[src/rtl/cam_pkg.sv]
// Shared definitions for the hashed CAM controller: op/status codes, FSM states
// and the slot field layout (valid bit, key, result, optional timestamp).
package cam_pkg;

  typedef enum logic [1:0] {
    OP_LOOKUP = 2'b00,
    OP_INSERT = 2'b01,
    OP_DELETE = 2'b10,
    OP_RSVD   = 2'b11
  } op_e;

  typedef enum logic [1:0] {
    ST_OK     = 2'b00,
    ST_MISS   = 2'b01,
    ST_FULL   = 2'b10,
    ST_BAD_OP = 2'b11
  } status_e;

  typedef enum logic [2:0] {
    S_IDLE = 3'd0,
    S_RD   = 3'd1,
    S_CMP  = 3'd2,
    S_WR   = 3'd3,
    S_RSP  = 3'd4
  } state_e;

  localparam int VLD_BIT = 0;
  localparam int KEY_LSB = 1;

  // Result and timestamp offsets move with the key width, so they are derived.
  function automatic int resLsb(input int dw);
    return KEY_LSB + dw;
  endfunction

  function automatic int timLsb(input int dw, input int rw);
    return KEY_LSB + dw + rw;
  endfunction

endpackage

[src/rtl/multi_hash_cam_ctrl_hash.sv]
// Combinational hash pair: XOR-fold of the key in HW-bit chunks (table A)
// and the same fold of the bit-reversed key (table B).
module cam_hash
  import cam_pkg::*;
#(
  parameter int DW = 19,
  parameter int HW = 6
) (
  input  logic [DW-1:0] key_i,
  output logic [HW-1:0] hashA_o,
  output logic [HW-1:0] hashB_o
);

  localparam int NCH = (DW + HW - 1) / HW;

  logic [NCH*HW-1:0] padA;
  logic [NCH*HW-1:0] padB;

  // The top chunk is zero-padded when DW is not a multiple of HW.
  always_comb begin
    padA = '0;
    padB = '0;
    for (int i = 0; i < DW; i++) begin
      padA[i] = key_i[i];
      padB[i] = key_i[DW-1-i];
    end
    hashA_o = '0;
    hashB_o = '0;
    for (int c = 0; c < NCH; c++) begin
      hashA_o = hashA_o ^ padA[c*HW +: HW];
      hashB_o = hashB_o ^ padB[c*HW +: HW];
    end
  end

endmodule

[src/rtl/multi_hash_cam_ctrl.sv]
// Request-side controller for a two-table, SN-way hashed CAM: reads both lines,
// compares slots, optionally rewrites one slot, and answers on a valid/ready channel.
module multi_hash_cam_ctrl
  import cam_pkg::*;
#(
  parameter  int SN = 4,
  parameter  int HW = 6,
  parameter  int DW = 19,
  parameter  int RW = 20,
  parameter  int TW = 0,
  localparam int SW = TW + RW + DW + 1,
  localparam int LW = SW * SN
) (
  input  logic          clk,
  input  logic          rst,

  input  logic          req_valid,
  output logic          req_ready,
  input  logic [1:0]    req_op,
  input  logic [DW-1:0] req_key,
  input  logic [RW-1:0] req_result,

  output logic          rsp_valid,
  input  logic          rsp_ready,
  output logic          rsp_hit,
  output logic [RW-1:0] rsp_result,
  output logic [1:0]    rsp_status,

  output logic [HW-1:0] rama_addra_o,
  input  logic [LW-1:0] rama_douta_i,
  output logic          rama_web_o,
  output logic [HW-1:0] rama_addrb_o,
  output logic [LW-1:0] rama_dinb_o,

  output logic [HW-1:0] ramb_addra_o,
  input  logic [LW-1:0] ramb_douta_i,
  output logic          ramb_web_o,
  output logic [HW-1:0] ramb_addrb_o,
  output logic [LW-1:0] ramb_dinb_o
);

  localparam int RES_LSB = resLsb(DW);
  localparam int TIM_LSB = timLsb(DW, RW);
  localparam int TWE     = (TW > 0) ? TW : 1;
  localparam int SIW     = (SN > 1) ? $clog2(SN) : 1;

  state_e          state_q;
  op_e             op_q;
  logic [DW-1:0]   key_q;
  logic [RW-1:0]   result_q;
  logic [HW-1:0]   hashA_q;
  logic [HW-1:0]   hashB_q;
  logic [TWE-1:0]  ts_q;

  logic            reqReady_q;
  logic            rspValid_q;
  logic            rspHit_q;
  logic [RW-1:0]   rspResult_q;
  logic [1:0]      rspStatus_q;

  logic            webA_q;
  logic            webB_q;
  logic [HW-1:0]   addrbA_q;
  logic [HW-1:0]   addrbB_q;
  logic [LW-1:0]   dinbA_q;
  logic [LW-1:0]   dinbB_q;

  logic [HW-1:0]   hashA;
  logic [HW-1:0]   hashB;

  cam_hash #(
    .DW (DW),
    .HW (HW)
  ) uHash (
    .key_i   (req_key),
    .hashA_o (hashA),
    .hashB_o (hashB)
  );

  function automatic logic [SIW-1:0] lowestIdx(input logic [SN-1:0] vec);
    lowestIdx = '0;
    for (int i = SN - 1; i >= 0; i--) begin
      if (vec[i]) lowestIdx = SIW'(i);
    end
  endfunction

  logic [SN-1:0][SW-1:0] slotsA;
  logic [SN-1:0][SW-1:0] slotsB;
  logic [SN-1:0]         matchA;
  logic [SN-1:0]         matchB;
  logic [SN-1:0]         freeA;
  logic [SN-1:0]         freeB;

  assign slotsA = rama_douta_i;
  assign slotsB = ramb_douta_i;

  always_comb begin
    matchA = '0;
    matchB = '0;
    freeA  = '0;
    freeB  = '0;
    for (int i = 0; i < SN; i++) begin
      matchA[i] = slotsA[i][VLD_BIT] && (slotsA[i][KEY_LSB +: DW] == key_q);
      matchB[i] = slotsB[i][VLD_BIT] && (slotsB[i][KEY_LSB +: DW] == key_q);
      freeA[i]  = !slotsA[i][VLD_BIT];
      freeB[i]  = !slotsB[i][VLD_BIT];
    end
  end

  logic                  hit_d;
  logic                  useB_d;
  logic [SIW-1:0]        slot_d;
  logic                  doWrite_d;
  status_e               status_d;
  logic [RW-1:0]         foundRes_d;
  logic [SN-1:0][SW-1:0] baseLine;
  logic [SN-1:0][SW-1:0] newLine_d;
  logic [SW-1:0]         curSlot;
  logic [SW-1:0]         newSlot;

  // Slot selection priority: match in A, match in B, free in A, free in B.
  always_comb begin
    hit_d      = (|matchA) || (|matchB);
    useB_d     = 1'b0;
    slot_d     = '0;
    doWrite_d  = 1'b0;
    status_d   = ST_OK;
    foundRes_d = '0;
    if (|matchA) begin
      slot_d = lowestIdx(matchA);
    end else if (|matchB) begin
      useB_d = 1'b1;
      slot_d = lowestIdx(matchB);
    end else if (|freeA) begin
      slot_d = lowestIdx(freeA);
    end else if (|freeB) begin
      useB_d = 1'b1;
      slot_d = lowestIdx(freeB);
    end
    baseLine = useB_d ? slotsB : slotsA;
    curSlot  = baseLine[slot_d];
    newSlot  = curSlot;
    if (hit_d) foundRes_d = curSlot[RES_LSB +: RW];

    case (op_q)
      OP_LOOKUP: status_d = hit_d ? ST_OK : ST_MISS;
      OP_INSERT: begin
        if (hit_d) begin
          newSlot[RES_LSB +: RW] = result_q;
          doWrite_d = 1'b1;
        end else if ((|freeA) || (|freeB)) begin
          newSlot                = '0;
          newSlot[VLD_BIT]       = 1'b1;
          newSlot[KEY_LSB +: DW] = key_q;
          newSlot[RES_LSB +: RW] = result_q;
          doWrite_d = 1'b1;
        end else begin
          status_d = ST_FULL;
        end
        for (int b = 0; b < TW; b++) newSlot[TIM_LSB + b] = ts_q[b];
      end
      OP_DELETE: begin
        if (hit_d) begin
          newSlot[VLD_BIT] = 1'b0;
          doWrite_d = 1'b1;
        end else begin
          status_d = ST_MISS;
        end
      end
      default: status_d = ST_BAD_OP;
    endcase

    newLine_d         = baseLine;
    newLine_d[slot_d] = newSlot;
  end

  // Single-operation FSM; all client and RAM-write outputs are registered here.
  always_ff @(posedge clk) begin
    if (rst) begin
      state_q     <= S_IDLE;
      op_q        <= OP_LOOKUP;
      key_q       <= '0;
      result_q    <= '0;
      hashA_q     <= '0;
      hashB_q     <= '0;
      ts_q        <= '0;
      reqReady_q  <= 1'b1;
      rspValid_q  <= 1'b0;
      rspHit_q    <= 1'b0;
      rspResult_q <= '0;
      rspStatus_q <= '0;
      webA_q      <= 1'b0;
      webB_q      <= 1'b0;
      addrbA_q    <= '0;
      addrbB_q    <= '0;
      dinbA_q     <= '0;
      dinbB_q     <= '0;
    end else begin
      ts_q   <= ts_q + TWE'(1);
      webA_q <= 1'b0;
      webB_q <= 1'b0;
      case (state_q)
        S_IDLE: begin
          if (req_valid && reqReady_q) begin
            reqReady_q <= 1'b0;
            op_q       <= op_e'(req_op);
            key_q      <= req_key;
            result_q   <= req_result;
            if (op_e'(req_op) == OP_RSVD) begin
              rspValid_q  <= 1'b1;
              rspHit_q    <= 1'b0;
              rspResult_q <= '0;
              rspStatus_q <= ST_BAD_OP;
              state_q     <= S_RSP;
            end else begin
              hashA_q <= hashA;
              hashB_q <= hashB;
              state_q <= S_RD;
            end
          end
        end
        S_RD: state_q <= S_CMP;
        S_CMP: begin
          rspHit_q    <= hit_d;
          rspResult_q <= foundRes_d;
          rspStatus_q <= status_d;
          if (doWrite_d) begin
            if (useB_d) begin
              webB_q   <= 1'b1;
              addrbB_q <= hashB_q;
              dinbB_q  <= newLine_d;
            end else begin
              webA_q   <= 1'b1;
              addrbA_q <= hashA_q;
              dinbA_q  <= newLine_d;
            end
            state_q <= S_WR;
          end else begin
            rspValid_q <= 1'b1;
            state_q    <= S_RSP;
          end
        end
        S_WR: begin
          rspValid_q <= 1'b1;
          state_q    <= S_RSP;
        end
        S_RSP: begin
          if (rsp_ready) begin
            rspValid_q <= 1'b0;
            reqReady_q <= 1'b1;
            state_q    <= S_IDLE;
          end
        end
        default: state_q <= S_IDLE;
      endcase
    end
  end

  assign req_ready    = reqReady_q;
  assign rsp_valid    = rspValid_q;
  assign rsp_hit      = rspHit_q;
  assign rsp_result   = rspResult_q;
  assign rsp_status   = rspStatus_q;

  assign rama_addra_o = hashA_q;
  assign ramb_addra_o = hashB_q;
  assign rama_web_o   = webA_q;
  assign ramb_web_o   = webB_q;
  assign rama_addrb_o = addrbA_q;
  assign ramb_addrb_o = addrbB_q;
  assign rama_dinb_o  = dinbA_q;
  assign ramb_dinb_o  = dinbB_q;

endmodule

[config.mk]
export PLATFORM = sky130hd
export DESIGN_NAME = multi_hash_cam_ctrl
export DESIGN_NICKNAME = d
export VERILOG_FILES = /design/src/rtl/cam_pkg.sv /design/src/rtl/multi_hash_cam_ctrl_hash.sv /design/src/rtl/multi_hash_cam_ctrl.sv
export SDC_FILE = /design/constraint.sdc
export NUM_CORES = 1
export LEC_CHECK = 0
export CORE_AREA = 2 2 286 288
export DETAILED_ROUTE_END_ITERATION = 10
export DIE_AREA = 0 0 288 290
export GPL_TIMING_DRIVEN = 0
export RECOVER_POWER = 50
export SKIP_CTS_REPAIR_TIMING = 1
export SKIP_LAST_GASP = 1
export SLEW_MARGIN = 20
export SYNTH_ARGS = -nofsm -noshare
export SYNTH_HDL_FRONTEND = slang
export SYNTH_HIERARCHICAL = 1
export SYNTH_SLANG_ARGS = --single-unit
[constraint.sdc]
create_clock -name clk -period 4.7 [get_ports clk]
set_input_delay 0.47 -clock clk [delete_from_list [all_inputs] [get_ports clk]]
set_output_delay 0.47 -clock clk [all_outputs]
set_load 0.01 [all_outputs]
==> results of run 1 <==
## synthesized netlist by cell type (8+ instances only)
cell type / instances
mux2i_1: 530
nand2_1: 173
o22ai_1: 120
xor2_1: 81
a2111oi_2: 17
buf_6: 11
buf_4: 32
a21oi_1: 77
buf_8: 8
a2111oi_1: 17
clkbuf_1: 104
a211oi_1: 82
dfxtp_1: 415
nand3_1: 13
nor2_1: 260
nor4_1: 28
nand4_1: 35
xnor2_1: 90
inv_1: 10
mux2_2: 59
a211oi_2: 75
nor3_1: 126
o21ai_0: 31
buf_2: 60
nand3b_1: 11
## report_power, final
part / switching (mW) / total, mW / internal [mW] / leakage, nW
sequential: 0.0282 / 3.60 / 3.57 / 3.35
combinational: 1.18 / 1.92 / 0.738 / 9.24
clock: 1.64 / 4.06 / 2.42 / 0.836
total: 2.84 / 9.57 / 6.72 / 13.4
## final cells by class
type,instances,area [sq um]
well taps,1060,1326
diodes,10,25.02
flip-flops and latches,415,8308
clock inverters,19,237.7
plain buffers,219,1195
inverters,10,37.54
repair buffers,737,7392
clock buffers,71,1451
fillers,8107,45960
multi-input cells,1893,14230
## final timing paths
| kind | end | slack, ns | cells past startpoint |
|---|---|---|---|
| setup reg to reg | rama_dinb_o[104] | -0.23 | 13 |
| setup / recovery | rama_dinb_o[104] | -0.23 | 13 |
| hold / removal | result_q[10] | 0.43 | 3 |
| hold reg to reg | rsp_result[14] | 0.45 | 2 |
## registers in the layout, indices dropped and copies added, names as in the netlist, 2 cells and up
signal        flops
op_q              2
ramb_addra_o      6
state_q           3
ramb_addrb_o      6
ramb_dinb_o     160
result_q         20
rama_addra_o      6
rama_addrb_o      6
key_q            19
rsp_status        2
rsp_result       20
rama_dinb_o     160
## cells by family (layout without fill, tap and decap cells)
group / count (synthesis) / after routing / share of synthesized area (%)
other: 0 / 10 / 0
flip-flops: 415 / 415 / 35.03
multiplexers: 589 / 589 / 25.17
buffers and inverters: 229 / 1056 / 5.176
AO/OA/AOI/OAI: 453 / 453 / 15.22
XOR/XNOR: 171 / 171 / 6.315
adder cells (fa/ha/maj): 3 / 3 / 0.1583
AND/OR/NAND/NOR: 677 / 677 / 12.93
## worst reg2reg max path, stage by stage, from the launching register on
cell and delay (ns):
dfxtp_1 0.31, buf_6 0.15, xnor2_1 0.46, nand4_1 0.15, nor3_1 0.62, o2bb2ai_1 0.25
nand3b_2 0.29, o31ai_2 0.18, nor2_4 0.44, buf_2 0.37, buf_2 0.38, mux2i_1 0.84
o22ai_1 0.21, nor3_1 0.20
## per-layer routing
| layer | vias up | part of all wire (%) | track usage [%] |
|---|---|---|---|
| li1 | 10860 | - | - |
| met1 | 11530 | 37 | 33.69 |
| met2 | 1151 | 49 | 53.94 |
| met3 | 311 | 7.5 | 6.871 |
| met4 | 10 | 6.3 | 16.57 |
| met5 | - | 0.056 | 0 |
## per-stage QoR
step | area, sq um | util [%]
2_1_floorplan | 23720 | -
4_1_cts | 34080 | 42.52
3_3_place_gp | 32380 | 40.39
6_report | 34200 | 42.67
5_1_grt | 34180 | 42.64
3_5_place_dp | 32390 | 40.41
==> metrics.md, run 1 <==
| Metric | Value |
|---|---|
| Max rail drop VDD | `0.2179 mV` |
| CP delay by family, top | `simple AND/OR/NAND/NOR gates` |
| Most common cell after layout, fill and taps aside | `mux2i_1` |
| Max Slew Vio Count | `0` |
| Post-Syn Area | `23720 sq um` |
| Worst path arrival time | `5.42 ns` |
| CTS Buffer Depth | `3` |
| R2R Path Start | `key_q[0]` |
| Leak | `13.43 nW` |
| Yosys top cell by area | `dfxtp_1` |
| Grt ovf | `0` |
| Clk pin slew, worst setup/hold paths | `0.06 ns` |
| Crit. End Element | `flop` |
| Cell row count | `104` |
| Crit path cell chain | `buf_6 -> xnor2_1 -> nand4_1 -> nor3_1 -> o2bb2ai_1 -> nand3b_2 -> o31ai_2 -> nor2_4 -> buf_2 -> buf_2 -> mux2i_1 -> o22ai_1 -> nor3_1` |
| Vias in the first global route | `24210` |
| Worst Setup SP | `key_q[0]` |
| # clock sinks | `415` |
| Iter 0 DRT Violations | `1780` |
| DP Cell Count | `4330` |
| CTS buffer count | `50` |
| EDFF count, synth | `0` |
| GP Congestion | `0.9654` |
| Endpoints failing setup | `17` |
| Synth Register Bits | `415` |
| Setup crit start kind | `flop` |
| Post-Syn Instances | `2537` |
| Clk_lat worst skew | `0.60 ns` |
| Total I/O pin count | `736` |
| FFs w/ async S/R, synth | `0%` |
| Commonest non-fill, non-tap cells in the layout | `527 x mux2i_1, 415 x dfxtp_1, 368 x dlygate4sd3_1` |
| Dominant cells by area after synthesis | `dfxtp_1 35%, mux2i_1 22%, nor2_1 4.1%, a211oi_2 4.0%, xnor2_1 3.3%` |
| H-tree levels | `2` |
| Antenna violations before repair | `19` |
| Hold slack | `0.4312 ns` |
| Via count | `23860` |
| Layout cells sized above 1 | `11.09%` |
| Area delta synth->final | `44.22%` |
| Failing checks | `negative setup slack` |
| Ys Warns | `6` |
| Residual DRC | `0` |
| First-pass GRT wire length | `182600 um` |
| RSZ-0062 raised after global routing | `true` |
| Worst Hold Class | `input pin to flop` |
| Max_cap viols | `0` |
| Syn avg cell area | `9.348 sq um` |
| Vias per cell | `5.382` |
| Top-area cell type share of the netlist area | `35.03%` |
| Finished Layout Cells | `4434` |
| Worst hold start | `req_result[10]` |
| Skew final | `0.02795 ns` |
| WL final | `133000 um` |
| Root buffer cell | `clkbuf_16` |
| Crit path buf inv count | `3` |
| Slew @ Worst Pin | `1.207 ns` |
| Worst Path Max Fanout | `10` |
| Slew HR | `18.81%` |
| IO buf count | `733` |
| Synth unique cells | `61` |
| Kind of critical path | `flop to flop` |
| First-pass DRT Iterations | `6` |
| Wire length per cell | `30.01 um` |
| Chip Width | `288 um` |
| Ys flop type | `dfxtp_1` |
| Fin crit share | `104.8%` |
| Crit path time final | `4.926 ns` |
| DIE AREA | `83520 sq um` |
| CTS tree | `done` |
| Post-route ant nets | `0` |
| Initial Utilization | `29.59%` |
| Total track usage | `30.54%` |
| Status | `complete, but fails checks` |
| Endpoints failing hold | `0` |
| Critical path required time | `5.20 ns` |
| Net count after synthesis | `2905` |
| Core ar. | `80160 sq um` |
| Nets | `3694` |
| Worst path max stage delay | `0.83 ns` |
| Pre-CTS setup slack | `-0.8723 ns` |
| HPWL Detailed | `109600 um` |
| Fmax | `0.2030 GHz` |
| Min setup slack post-route | `-0.2255 ns` |
| Power, Total | `9.568 mW` |
| Total negative slack | `-1.469 ns` |
| Largest net degree at the start of global routing | `13` |
| Chip Height | `290 um` |
| Pwr/cell area | `279.7 nW/um^2` |
| Slowest cell on the critical path | `mux2i_1` |
| Seq/Total Area, Yosys | `35.03%` |
Power figures use the tool's default switching activity.
==> run 2, diff against run 1 <==
Settings changed: CELL_PAD_IN_SITES_DETAIL_PLACEMENT from default to 1, CELL_PAD_IN_SITES_GLOBAL_PLACEMENT from default to 2, CORE_AREA 2 2 286 288 to default, CORE_MARGIN from default to 2, CORE_UTILIZATION from default to 28, DIE_AREA 0 0 288 290 to default, PLACE_DENSITY_LB_ADDON from default to 0.05.
==> run 2 against run 1 <==
  * The flow now finishes without violations
  * Worst setup slack improved by 0.37 ns
  * Hold slack got worse by 0.032 ns
  * Die area increased by 4.2%
  * Register-to-register slack improved by 0.37 ns
  * Routed wire length increased by 5.6%
  * Sequential share of layout area decreased by 0.23 points
  * Critical endpoint is now rama_dinb_o[78]
==> metrics.md, run 2 (synthesis results as in run 1) <==
| Metric | Value |
|---|---|
| Pre-CTS setup slack | `-0.7813 ns` |
| Crit. End Element | `flop` |
| Cell row count | `106` |
| Max rail drop VDD | `0.2422 mV` |
| Worst Hold Class | `input pin to flop` |
| Slew @ Worst Pin | `1.138 ns` |
| Kind of critical path | `flop to flop` |
| Worst Setup SP | `key_q[5]` |
| Crit path time final | `4.551 ns` |
| Chip Width | `295.0 um` |
| Initial Utilization | `28.29%` |
| CTS buffer count | `51` |
| Layout cells sized above 1 | `11.93%` |
| DIE AREA | `87040 sq um` |
| Largest net degree at the start of global routing | `14` |
| Net Sw Frac | `29.95%` |
| Total track usage | `30.94%` |
| Internal power | `6.896 mW` |
| Max_cap viols | `0` |
| Status | `complete, no violations` |
| Flop2flop setup slack | `0.15 ns` |
| Wire length per cell | `31.03 um` |
| Commonest non-fill, non-tap cells in the layout | `510 x mux2i_1, 415 x dfxtp_1, 388 x clkdlybuf4s50_1` |
| Root buffer cell | `clkbuf_16` |
| Slowest cell on the critical path | `mux2i_1` |
| Vias per cell | `5.321` |
| Vias in the first global route | `25520` |
| R2R Path Start | `key_q[5]` |
| Logic pwr share | `19.6%` |
| Core ar. | `83820 sq um` |
| Clk pin slew, worst setup/hold paths | `0.06 ns` |
| H-tree levels | `2` |
| Top Usage Layer GRT | `met2` |
| HPWL Detailed | `116100 um` |
| Slew HR | `23.44%` |
| Skew final | `0.01299 ns` |
| Min setup slack post-route | `0.1494 ns` |
| First-pass DRT Iterations | `5` |
| CP delay by family, top | `buffers and inverters` |
| Crit path depth | `15` |
| GP Congestion | `0.9327` |
| Grt ovf | `0` |
| Met2 global-route usage | `56.79%` |
| Max Slew Vio Count | `0` |
| Nets | `3702` |
| Hold slack | `0.3990 ns` |
| Worst path arrival time | `5.04 ns` |
| Clk pwr share | `43.8%` |
| Critical path required time | `5.19 ns` |
| Reg-to-Reg End | `rama_dinb_o[78]` |
| Fmax | `0.2198 GHz` |
| M3 GR Usage | `4.834%` |
| Post-route ant nets | `0` |
| Area delta synth->final | `45.61%` |
| WL final | `140400 um` |
| Most common cell after layout, fill and taps aside | `mux2i_1` |
| Clk_lat worst skew | `0.62 ns` |
| Antenna violations before repair | `22` |
| Total I/O pin count | `736` |
| Residual DRC | `0` |
| Worst Path Max Fanout | `10` |
| Crit path cell chain | `buf_2 -> xor2_1 -> nor4_1 -> nand3_1 -> nor3_1 -> or3_1 -> buf_6 -> o21bai_1 -> buf_2 -> buf_4 -> buf_4 -> mux2i_1 -> mux2i_2 -> o22ai_1 -> nor3_1` |
| CTS Buffer Depth | `3` |
| Fin crit share | `96.82%` |
| Worst Setup EP | `rama_dinb_o[78]` |
| RSZ-0062 raised after global routing | `true` |
| IO buf count | `733` |
| Endpoints failing hold | `0` |
| Pwr/cell area | `285.1 nW/um^2` |
| Layout fillers | `9565` |
| Leak | `13.41 nW` |
| # clock sinks | `415` |
| First-pass GRT wire length | `192000 um` |
| Via count | `24080` |
| Length in cells of the worst reg-to-reg path | `15` |
| Crit path buf inv count | `5` |
| Endpoints failing setup | `0` |
| Setup crit start kind | `flop` |
| Iter 0 DRT Violations | `1080` |
| CTS tree | `done` |
| Chip Height | `295.0 um` |
| Met1 Use GR | `35.14%` |
| Switching pwr | `2.948 mW` |
| Sequential fraction of design power | `36.5%` |
| Worst path max stage delay | `0.54 ns` |
## run 2: cell types whose count changed in the layout (fill, tap and decap cells not counted), moves of 5 or more
cell and delta:
dlygate4sd3_1 -23, clkdlybuf4s50_1 +23, buf_4 +8, mux2i_2 +17, mux2i_1 -17, diode_2 +5
## run 2: power by group through the flow
stage	Combinational [mW]	Sequential, mW	Clock (mW)
after floorplan	0.952	3.67	0
after global placement	1.88	3.67	0
after detailed placement	1.90	3.68	0
after CTS	1.91	3.60	4.37
after global routing	2.02	3.60	4.50
final	1.93	3.60	4.31
## run 2: worst min-delay path by stage
stage             startpoint            end  slack [ns]  cells after the start
4_1_cts        req_result[2]    result_q[2]        0.37                      3
3_3_place_gp   rsp_result[4]  rsp_result[4]        0.44                      2
6_report       req_result[2]    result_q[2]        0.40                      3
5_1_grt        req_result[0]    result_q[0]        0.39                      3
3_5_place_dp   rsp_result[0]  rsp_result[0]        0.45                      2
2_1_floorplan    result_q[0]    result_q[0]        0.44                      2
## run 2: routing by layer
metal	part of all wire (%)	up-vias
met3	5.1	252
met2	51	851
met1	39	12080
li1	-	10880
met4	5.0	18
met5	0.089	-
## run 2: worst min-delay path, cell delays in order
cell and delay [ns]:
clkdlybuf4s50_1 0.39, nand2_1 0.05, a21oi_1 0.05
## run 2: cell type report
class / count / area (sq um) / share of cell area (%)
diodes: 15 / 37.54 / 0.1087
plain buffers: 219 / 1195 / 3.460
clock buffers: 74 / 1525 / 4.417
clock inverters: 22 / 287.8 / 0.8334
inverters: 10 / 37.54 / 0.1087
multi-input cells: 1893 / 14290 / 41.38
flip-flops and latches: 415 / 8308 / 24.06
well taps: 1134 / 1419 / 4.109
repair buffers: 744 / 7432 / 21.52
## run 2: metrics by stage
step | setup TNS [ns] | utilization, % | instance area, sq um | power, mW | instances
after global placement | -87.55 | 38.74 | 32470 | 5.554 | 4404
after CTS | -19.78 | 40.91 | 34290 | 9.881 | 4500
after global routing | -0.3991 | 41.18 | 34520 | 10.13 | 4522
after floorplan | 0 | - | 23720 | 4.625 | 2537
after detailed placement | -107.84 | 38.75 | 32480 | 5.580 | 4404
final | 0 | 41.20 | 34530 | 9.844 | 4526
==> run 3, diff against run 2 <==
Settings changed: PLACE_DENSITY_LB_ADDON 0.05 to 0.1.
==> run 3 against run 2 <==
  * Combinational power barely moved
  * Non-clock buffer count is 5 lower
  * Via count shrank 0.42%
  * Critical path depth is 2 lower
  * Sequential power about the same
  * Maximum frequency decreased by 3.1%
  * Final area decreased by 0.38%
==> metrics.md, run 3 (synthesis results as in run 1) <==
| Metric | Value |
|---|---|
| Status | `complete, no violations` |
| Most common cell after layout, fill and taps aside | `mux2i_1` |
| Initial Utilization | `28.29%` |
| Post-route ant nets | `0` |
| Hold endpoint | `result_q[15]` |
| Worst hold start | `req_result[15]` |
| Vias in the first global route | `25660` |
| Area delta synth->final | `45.06%` |
| CTS buffer count | `52` |
| Total track usage | `30.94%` |
| Residual DRC | `0` |
| Largest net degree at the start of global routing | `14` |
| Setup crit start kind | `flop` |
| Min setup slack post-route | `0.002581 ns` |
| Pre-CTS setup slack | `-0.9290 ns` |
| Worst path arrival time | `5.22 ns` |
| Chip Height | `295.0 um` |
| Layout fillers | `9597` |
| Leak | `13.45 nW` |
| Total I/O pin count | `736` |
| Antenna violations before repair | `27` |
| GP Congestion | `0.9257` |
| Nets | `3698` |
| Cell row count | `106` |
| HPWL Detailed | `115800 um` |
| Skew final | `0.03090 ns` |
| IO buf count | `733` |
| Slew @ Worst Pin | `1.096 ns` |
| Hold slack | `0.4174 ns` |
| Crit path time final | `4.697 ns` |
| # clock sinks | `415` |
| Critical path required time | `5.22 ns` |
| Commonest non-fill, non-tap cells in the layout | `519 x mux2i_1, 415 x dfxtp_1, 370 x clkdlybuf4s50_1` |
| Max rail drop VDD | `0.2485 mV` |
| Fmax | `0.2129 GHz` |
| Max_cap viols | `0` |
| Vias per cell | `5.302` |
| Wire length per cell | `30.94 um` |
| Fin crit share | `99.95%` |
| WL final | `139900 um` |
| Finished Layout Cells | `4523` |
| Length in cells of the worst reg-to-reg path | `13` |
| R2R Path Start | `key_q[18]` |
| Max Slew Vio Count | `0` |
| CTS tree | `done` |
| DP Cell Count | `4404` |
| Root buffer cell | `clkbuf_16` |
| DIE AREA | `87040 sq um` |
| Worst Hold Class | `input pin to flop` |
| First-pass GRT wire length | `192600 um` |
| Min-Delay Path Depth | `3` |
| Kind of critical path | `flop to flop` |
| Flop2flop setup slack | `0.003 ns` |
| Power, Total | `9.774 mW` |
| Layout cells sized above 1 | `11.57%` |
| Via count | `23980` |
| CTS Buffer Depth | `3` |
| Clk pin slew, worst setup/hold paths | `0.06 ns` |
| Reg-to-Reg End | `rama_dinb_o[106]` |
| Iter 0 DRT Violations | `1149` |
| Chip Width | `295.0 um` |
| Clk_lat worst skew | `0.62 ns` |
| Total negative slack | `0 ns` |
| Post-route design area | `34400 sq um` |
| Placed instance area | `32480 sq um` |
| Slew HR | `26.26%` |
| Worst Path Max Fanout | `10` |
| Core ar. | `83820 sq um` |
| Grt ovf | `0` |
| H-tree levels | `2` |
| Crit. End Element | `flop` |
| Endpoints failing setup | `0` |
| First-pass DRT Iterations | `5` |
| RSZ-0062 raised after global routing | `true` |
| Pwr/cell area | `284.1 nW/um^2` |
| Endpoints failing hold | `0` |
| Final core occ | `41.04%` |
run 3: changes by cell type in the layout (fill, tap and decap cells not counted), sizes merged:
cell,previous run,this run
buf,126,121
clkinvlp,5,2
diode,15,19
clkinv,10,16
clkbuf,178,170
clkdlybuf4s50,388,370
dlygate4sd3,345,363
inv,11,14
run 3: per-layer routing:
layer | global-route usage, % | vias up | part of all wire [%]
li1 | - | 10870 | -
met1 | 34.97 | 12000 | 39
met2 | 56.53 | 856 | 51
met3 | 5.661 | 234 | 5.8
met4 | 13.50 | 16 | 4.4
met5 | 0 | - | 0.079
run 3: critical path, cell delays in order (launching register included):
cell and delay (ns):
dfxtp_1 0.30, buf_4 0.20, xor2_1 0.20, nor4_1 0.39
nand3_1 0.24, or3_1 0.48, nand3b_2 0.23, o31ai_2 0.15
nor2_2 0.55, buf_2 0.37, buf_2 0.39, mux2i_1 0.61
o22ai_1 0.25, nor3_1 0.23
run 3: power by group:
| group | total (mW) | internal (mW) | switching, mW |
|---|---|---|---|
| sequential | 3.60 | 3.57 | 0.0289 |
| combinational | 1.92 | 0.740 | 1.18 |
| clock | 4.25 | 2.52 | 1.74 |
| total | 9.77 | 6.82 | 2.95 |
run 3: worst max-delay path by stage:
stage / from / end / depth (start not counted)
2_1_floorplan: rama_douta_i[83] / rama_dinb_o[121] / 13
6_report: key_q[18] / rama_dinb_o[106] / 13
3_3_place_gp: ramb_douta_i[99] / rama_dinb_o[34] / 12
4_1_cts: key_q[5] / rama_dinb_o[34] / 12
3_5_place_dp: ramb_douta_i[99] / rama_dinb_o[34] / 12
5_1_grt: key_q[5] / rama_dinb_o[106] / 14
run 3: layout make-up:
type / count / area, sq um / share of cell area, %
plain buffers: 219 / 1195 / 3.473
clock inverters: 28 / 317.8 / 0.9238
clock buffers: 66 / 1455 / 4.230
multi-input cells: 1893 / 14240 / 41.39
flip-flops and latches: 415 / 8308 / 24.15
well taps: 1134 / 1419 / 4.125
diodes: 19 / 47.55 / 0.1382
inverters: 10 / 37.54 / 0.1091
repair buffers: 739 / 7382 / 21.46
